$ cat src/rtl/sap_control_sequencer_if.sv
// Control bundle between the SAP sequencer and the rest of the datapath:
// sequencing inputs, the five bus-driver enables and every load/control strobe.
interface sap_control_sequencer_if #(
   parameter int STEP_BITS = 3
);
   logic                 run;
   logic                 step;
   logic [3:0]           opcode;
   logic                 carryFlag;
   logic                 zeroFlag;
   logic                 CO, IO, AO, SO, RO;
   logic                 MI, RI, II, AI, BI, OI;
   logic                 CE, J, SU, FI;
   logic                 halted;
   logic [STEP_BITS-1:0] tState;

   modport master (
      input  run, step, opcode, carryFlag, zeroFlag,
      output CO, IO, AO, SO, RO, MI, RI, II, AI, BI, OI, CE, J, SU, FI,
      output halted, tState
   );

   modport slave (
      output run, step, opcode, carryFlag, zeroFlag,
      input  CO, IO, AO, SO, RO, MI, RI, II, AI, BI, OI, CE, J, SU, FI,
      input  halted, tState
   );
endinterface

$ cat src/rtl/sap_control_sequencer.sv
// Microcoded SAP control unit: decodes (microstep, opcode) into the control word
// and advances the microstep only in active cycles (run, step edge, not halted).
module sap_control_sequencer #(
   parameter int STEP_BITS = 3
) (
   input  logic                          clock,
   input  logic                          resetN,
   sap_control_sequencer_if.master       ctl
);

   typedef enum logic [3:0] {
      OP_NOP = 4'h0,
      OP_LDA = 4'h1,
      OP_ADD = 4'h2,
      OP_SUB = 4'h3,
      OP_STA = 4'h4,
      OP_LDI = 4'h5,
      OP_JMP = 4'h6,
      OP_JC  = 4'h7,
      OP_JZ  = 4'h8,
      OP_OUT = 4'hE,
      OP_HLT = 4'hF
   } opcode_t;

   typedef struct packed {
      logic CO, IO, AO, SO, RO;
      logic MI, RI, II, AI, BI, OI;
      logic CE, J, SU, FI;
   } ctrl_t;

   logic [STEP_BITS-1:0] r_tState;
   logic                 r_halted;
   logic                 r_stepPrev;

   logic                 w_active;
   logic                 w_last;
   logic                 w_halt;
   opcode_t              w_op;
   ctrl_t                w_word;
   ctrl_t                w_out;

   assign w_op     = opcode_t'(ctl.opcode);
   assign w_active = resetN & ~r_halted & (ctl.run | (ctl.step & ~r_stepPrev));

   // Microcode ROM; any step past an instruction's last one decodes to nothing and wraps.
   always_comb begin
      w_word = '0;
      w_last = 1'b0;
      w_halt = 1'b0;
      case (r_tState)
         STEP_BITS'(0): begin
            w_word.CO = 1'b1;
            w_word.MI = 1'b1;
         end
         STEP_BITS'(1): begin
            w_word.RO = 1'b1;
            w_word.II = 1'b1;
            w_word.CE = 1'b1;
         end
         STEP_BITS'(2): begin
            case (w_op)
               OP_LDA, OP_ADD, OP_SUB, OP_STA: begin
                  w_word.IO = 1'b1;
                  w_word.MI = 1'b1;
               end
               OP_LDI: begin
                  w_word.IO = 1'b1;
                  w_word.AI = 1'b1;
                  w_last    = 1'b1;
               end
               OP_JMP: begin
                  w_word.IO = 1'b1;
                  w_word.J  = 1'b1;
                  w_last    = 1'b1;
               end
               OP_JC: begin
                  w_word.IO = ctl.carryFlag;
                  w_word.J  = ctl.carryFlag;
                  w_last    = 1'b1;
               end
               OP_JZ: begin
                  w_word.IO = ctl.zeroFlag;
                  w_word.J  = ctl.zeroFlag;
                  w_last    = 1'b1;
               end
               OP_OUT: begin
                  w_word.AO = 1'b1;
                  w_word.OI = 1'b1;
                  w_last    = 1'b1;
               end
               OP_HLT: begin
                  w_halt = 1'b1;
                  w_last = 1'b1;
               end
               default: w_last = 1'b1;
            endcase
         end
         STEP_BITS'(3): begin
            case (w_op)
               OP_LDA: begin
                  w_word.RO = 1'b1;
                  w_word.AI = 1'b1;
                  w_last    = 1'b1;
               end
               OP_ADD, OP_SUB: begin
                  w_word.RO = 1'b1;
                  w_word.BI = 1'b1;
               end
               OP_STA: begin
                  w_word.AO = 1'b1;
                  w_word.RI = 1'b1;
                  w_last    = 1'b1;
               end
               default: w_last = 1'b1;
            endcase
         end
         STEP_BITS'(4): begin
            w_last = 1'b1;
            if (w_op == OP_ADD || w_op == OP_SUB) begin
               w_word.SO = 1'b1;
               w_word.AI = 1'b1;
               w_word.FI = 1'b1;
               w_word.SU = (w_op == OP_SUB);
            end
         end
         default: w_last = 1'b1;
      endcase
   end

   assign w_out = w_active ? w_word : '0;

   always_ff @(posedge clock) begin
      if (!resetN) begin
         r_tState   <= '0;
         r_halted   <= 1'b0;
         r_stepPrev <= 1'b0;
      end else begin
         r_stepPrev <= ctl.step;
         if (w_active) begin
            if (w_halt) begin
               r_halted <= 1'b1;
               r_tState <= '0;
            end else if (w_last) begin
               r_tState <= '0;
            end else begin
               r_tState <= r_tState + STEP_BITS'(1);
            end
         end
      end
   end

   assign ctl.CO     = w_out.CO;
   assign ctl.IO     = w_out.IO;
   assign ctl.AO     = w_out.AO;
   assign ctl.SO     = w_out.SO;
   assign ctl.RO     = w_out.RO;
   assign ctl.MI     = w_out.MI;
   assign ctl.RI     = w_out.RI;
   assign ctl.II     = w_out.II;
   assign ctl.AI     = w_out.AI;
   assign ctl.BI     = w_out.BI;
   assign ctl.OI     = w_out.OI;
   assign ctl.CE     = w_out.CE;
   assign ctl.J      = w_out.J;
   assign ctl.SU     = w_out.SU;
   assign ctl.FI     = w_out.FI;
   assign ctl.halted = r_halted;
   assign ctl.tState = r_tState;

endmodule

$ cat src/flat_wrapper.sv
// flat-port wrapper written by rule: the top's interface ports become plain ports
module sap_control_sequencer_flat 
#(
   parameter int STEP_BITS = 3
)
  (clock, resetN, ctl_run, ctl_step, ctl_opcode, ctl_carryFlag, ctl_zeroFlag, ctl_CO, ctl_IO, ctl_AO, ctl_SO, ctl_RO, ctl_MI, ctl_RI, ctl_II, ctl_AI, ctl_BI, ctl_OI, ctl_CE, ctl_J, ctl_SU, ctl_FI, ctl_halted, ctl_tState);
  sap_control_sequencer_if #(.STEP_BITS(STEP_BITS)) ctl_i ();
  input  logic clock;
  input  logic resetN;
  input wire logic [$bits(ctl_i.run)-1:0] ctl_run;
  input wire logic [$bits(ctl_i.step)-1:0] ctl_step;
  input wire logic [$bits(ctl_i.opcode)-1:0] ctl_opcode;
  input wire logic [$bits(ctl_i.carryFlag)-1:0] ctl_carryFlag;
  input wire logic [$bits(ctl_i.zeroFlag)-1:0] ctl_zeroFlag;
  output wire logic [$bits(ctl_i.CO)-1:0] ctl_CO;
  output wire logic [$bits(ctl_i.IO)-1:0] ctl_IO;
  output wire logic [$bits(ctl_i.AO)-1:0] ctl_AO;
  output wire logic [$bits(ctl_i.SO)-1:0] ctl_SO;
  output wire logic [$bits(ctl_i.RO)-1:0] ctl_RO;
  output wire logic [$bits(ctl_i.MI)-1:0] ctl_MI;
  output wire logic [$bits(ctl_i.RI)-1:0] ctl_RI;
  output wire logic [$bits(ctl_i.II)-1:0] ctl_II;
  output wire logic [$bits(ctl_i.AI)-1:0] ctl_AI;
  output wire logic [$bits(ctl_i.BI)-1:0] ctl_BI;
  output wire logic [$bits(ctl_i.OI)-1:0] ctl_OI;
  output wire logic [$bits(ctl_i.CE)-1:0] ctl_CE;
  output wire logic [$bits(ctl_i.J)-1:0] ctl_J;
  output wire logic [$bits(ctl_i.SU)-1:0] ctl_SU;
  output wire logic [$bits(ctl_i.FI)-1:0] ctl_FI;
  output wire logic [$bits(ctl_i.halted)-1:0] ctl_halted;
  output wire logic [$bits(ctl_i.tState)-1:0] ctl_tState;
  assign ctl_i.run = ctl_run;
  assign ctl_i.step = ctl_step;
  assign ctl_i.opcode = ctl_opcode;
  assign ctl_i.carryFlag = ctl_carryFlag;
  assign ctl_i.zeroFlag = ctl_zeroFlag;
  assign ctl_CO = ctl_i.CO;
  assign ctl_IO = ctl_i.IO;
  assign ctl_AO = ctl_i.AO;
  assign ctl_SO = ctl_i.SO;
  assign ctl_RO = ctl_i.RO;
  assign ctl_MI = ctl_i.MI;
  assign ctl_RI = ctl_i.RI;
  assign ctl_II = ctl_i.II;
  assign ctl_AI = ctl_i.AI;
  assign ctl_BI = ctl_i.BI;
  assign ctl_OI = ctl_i.OI;
  assign ctl_CE = ctl_i.CE;
  assign ctl_J = ctl_i.J;
  assign ctl_SU = ctl_i.SU;
  assign ctl_FI = ctl_i.FI;
  assign ctl_halted = ctl_i.halted;
  assign ctl_tState = ctl_i.tState;
  sap_control_sequencer #(.STEP_BITS(STEP_BITS)) u_core (.clock(clock), .resetN(resetN), .ctl(ctl_i));
endmodule
$ cat config.mk
export PLATFORM = sky130hd
export DESIGN_NAME = sap_control_sequencer_flat
export DESIGN_NICKNAME = d
export VERILOG_FILES = /design/src/rtl/sap_control_sequencer_if.sv /design/src/rtl/sap_control_sequencer.sv /design/src/flat_wrapper.sv
export SDC_FILE = /design/constraint.sdc
export NUM_CORES = 1
export LEC_CHECK = 0
export ABC_AREA = 1
export CAP_MARGIN = 20
export CORE_ASPECT_RATIO = 0.9
export CORE_UTILIZATION = 29
export DETAILED_ROUTE_END_ITERATION = 8
export GPL_TIMING_DRIVEN = 0
export MAX_ROUTING_LAYER = met4
export PLACE_DENSITY_LB_ADDON = 0.08
export SYNTH_ARGS = -nofsm -noshare
export SYNTH_HDL_FRONTEND = slang
export SYNTH_SLANG_ARGS = --single-unit
$ cat constraint.sdc
create_clock -name clock -period 1.4 [get_ports clock]
set_input_delay 0.14 -clock clock [delete_from_list [all_inputs] [get_ports clock]]
set_output_delay 0.14 -clock clock [all_outputs]
set_load 0.05 [all_outputs]
==> results.md <==
* Largest net degree at the start of global routing at 8
* CTS buffer count at 3
* Drt wl/cell at 12.14 um
* Hold slack at 0.2511 ns
* GRT Total Usage at 0.2117
* Initial antenna violation count at 0
* Post-DRT Antenna Nets at 0
* CP endpoint kind: primary output
* Iter 0 DRT Violations at 17
* Post-synth top cells: nand2_1 (20), nor2_1 (15), nand3_1 (13), inv_1 (10), a21oi_1 (6)
* Number of port buffers at 28
* DP HPWL at approximately 1300 um
* Asr flop ratio synth at 0
* Rows at 15
* Initial Util at 0.3092
* Proportion of synthesized area in mux cells at 0
* Max-slew headroom at 0.6794
* Setup Viol. Count Final at 15
* R2r worst-path depth at 9
* Final setup margin at -0.2820 ns
* Area grow syn2layout at 134.9%
* Yosys reg bits at 5
* Reg clk slew, reported paths at 0.04 ns
* PnR Total Power at about 0.0007 W
* Critical path's most frequent cell: inv_4
* Setup crit start kind: flip-flop
* CTS tree: built
* Xor/xnor cell area share of the yosys netlist at 0
* Crit path kind: reg2out
* Max Root-Sink Buffers at 2
* Hold Crit Class: in2reg
* R2r setup slk at 0.08 ns
* Die width at 49.62 um
* Status: complete, but fails checks
* Share of cells above drive strength 1 at 0.5667
* Filler Cell Count at between 150 and 200
* Worst Path Max Fanout at 5
* Grt ovf at 0
* Unique masters post-synth at 20
* Via-to-Cell Ratio at a little under 5
* Worst setup path start: u_core.ctl.tState[0]
* Core ar. at 1914 um^2
* Fin. max-slew vios at 0
* Data arrival time of the worst path at 1.54 ns
* Peak per-stage delay on the critical path at approximately 0.36 ns
* Register area share after synthesis at 0.1691
* Main combinational cell family by area after synthesis: simple AND/OR/NAND/NOR gates
* Ant diodes at 0
* Fmax at 594.5 MHz
* Pin slew with the least headroom to its limit at 0.4828 ns
* First-pass GRT wire length at 3429 um
* Iteration count of the initial detailed-routing pass at 4
* Failing checks: setup timing
* PwrDens at 499.9 nW/um^2
* Ys Warns at 0
* Die height at 44.86 um
* Total Wirelength at approximately 2100 um
* Syn nets at around 120
* Clock insertion delay at the later pin of the skew report at between 0.2 and 0.3 ns
* Most common cell in the netlist: nand2_1
* I/O Pins at 29
* Vias at between 800 and 900
* Maximum VDD drop at 0.4676 mV
* Number of max-cap violations at 0
* CP cell instances: inv_4 -> ha_4 -> nand2_4 -> inv_4 -> nand4_1 -> a21oi_4 -> buf_6
* GP Congestion at 0.8056
* Layout Nets at 166
* Worst Hold Launch: resetN
* Tcrit/Tclk final at 1.201
* Ranking of synthesized cells by area: dfxtp_1 (17%), nand2_1 (13%), nand3_1 (11%)
* Die area at 2226 um^2
* Crit path to: ctl_AO
* CTS Sinks at 5
* Number of synthesized flops with an enable pin at 0
* Clock root cell: clkbuf_4
* Leak at ~0.62 nW
* Synth Area in Compound Gates at 0.09937
* Crit path time final at 1.682 ns
* Worst r2r dst: u_core.ctl.tState[1]
* Worst path slowest cell: dfxtp_4
* Unrepaired setup endpoints after global routing: true
* # DRC at 0
* H-tree depth at 1
* Mapped Avg Cell Area at roughly 6 um^2
* Reg-to-reg startpoint: u_core.ctl.tState[0]
* Area leader, netlist: dfxtp_1
* Top-area cell type share of the netlist area at 0.1691
* Post-Syn Instances at 101
* Vias in the first global route at 775
* Main synth FF type: dfxtp_1
* Post-route cell area at 1390 um^2
* Mapped Area at 591.8 um^2
* Total negative slack at -2.619 ns
* Placed cell areas at 1059 um^2
* CP required at between 1 and 1.5 ns
* Hold Vio Cnt, Final at 0
* Simple-Gate Fraction of Synth Area at 0.5032
* Adder-Cell Fraction of Synth Area at 0.1057
* Post-route clock skew at 0.006054 ns
power by group:
| group | switching [W] | internal [W] |
|---|---|---|
| clock | 0.0000631 | 0.000108 |
| sequential | 0.0000126 | 0.000148 |
| combinational | 0.000207 | 0.000157 |
what timing repair did:
action | 4_1_cts | 5_1_grt
setup buffers | 16 | 0
hold buffers | 0 | 0
gates resized for setup | 148 | 1
cloned | 1 | 0
pin swaps | 12 | 1
setup endpoints to repair | 22 | 18
routing by layer:
metal | track usage | routed length (um)
met5 | - | 0
met4 | 0.1143 | 45
met3 | 0.02694 | 90
met2 | 0.3541 | 1057
met1 | 0.2505 | 931
per-stage QoR:
stage          worst slack, ns  cells  utilization
2_1_floorplan          -0.2361    101            -
3_3_place_gp            -1.045    154       0.5529
3_5_place_dp            -1.096    154       0.5529
4_1_cts                -0.2663    175       0.7248
5_1_grt                -0.3567    175       0.7261
6_report               -0.2820    175       0.7261
how the worst min path moves through the flow:
stage / to / slack, ns / cells after the start
CTS: u_core.r_stepPrev / 0.26 / 3
detailed placement: u_core.ctl.halted / 0.49 / 2
global placement: u_core.ctl.halted / 0.49 / 2
floorplan: u_core.r_stepPrev / 0.23 / 2
finish: u_core.r_stepPrev / 0.25 / 3
global route: u_core.r_stepPrev / 0.28 / 3
final cells by class:
class,count,area [um^2],share of cell area
flip-flops and latches,5,112.6,0.08101
multi-input cells,79,649.4,0.4671
inverters,14,62.56,0.04500
clock buffers,4,26.28,0.01890
plain buffers,3,42.54,0.03060
repair buffers,45,465.4,0.3348
well taps,25,31.28,0.02250
worst max-delay path: cells and delay by family (launching register included):
family	cells	cell delay (ns)
compound gates	1	0.20
buf+inv	3	0.31
simple gates	2	0.28
fa+ha+maj	1	0.15
flops	1	0.36
flip-flops by register name, summed over array words and instances, names as in the netlist:
| name | cells |
|---|---|
| u_core.ctl.tState | 3 |
| u_core.r_stepPrev | 1 |
| u_core.ctl.halted | 1 |
layout by cell type (no fill, tap or decap), drive strengths merged, types with 2 or more instances in the layout:
cell type,count
nand3,13
ha,5
buf,35
nand4,4
a21oi,6
clkdlybuf4s50,3
nor3,2
inv,14
clkbuf,4
dfxtp,5
nand2,25
nor2,18
dlygate4sd2,10
o21ai,3
cells by family after synthesis:
family,Yosys count
AOI/OAI and AO/OA,11
DFF,5
and+or+nand+nor,63
buffers and inverters,17
adders and majority gates,5
No activity file was read; power rests on OpenSTA's default activity.
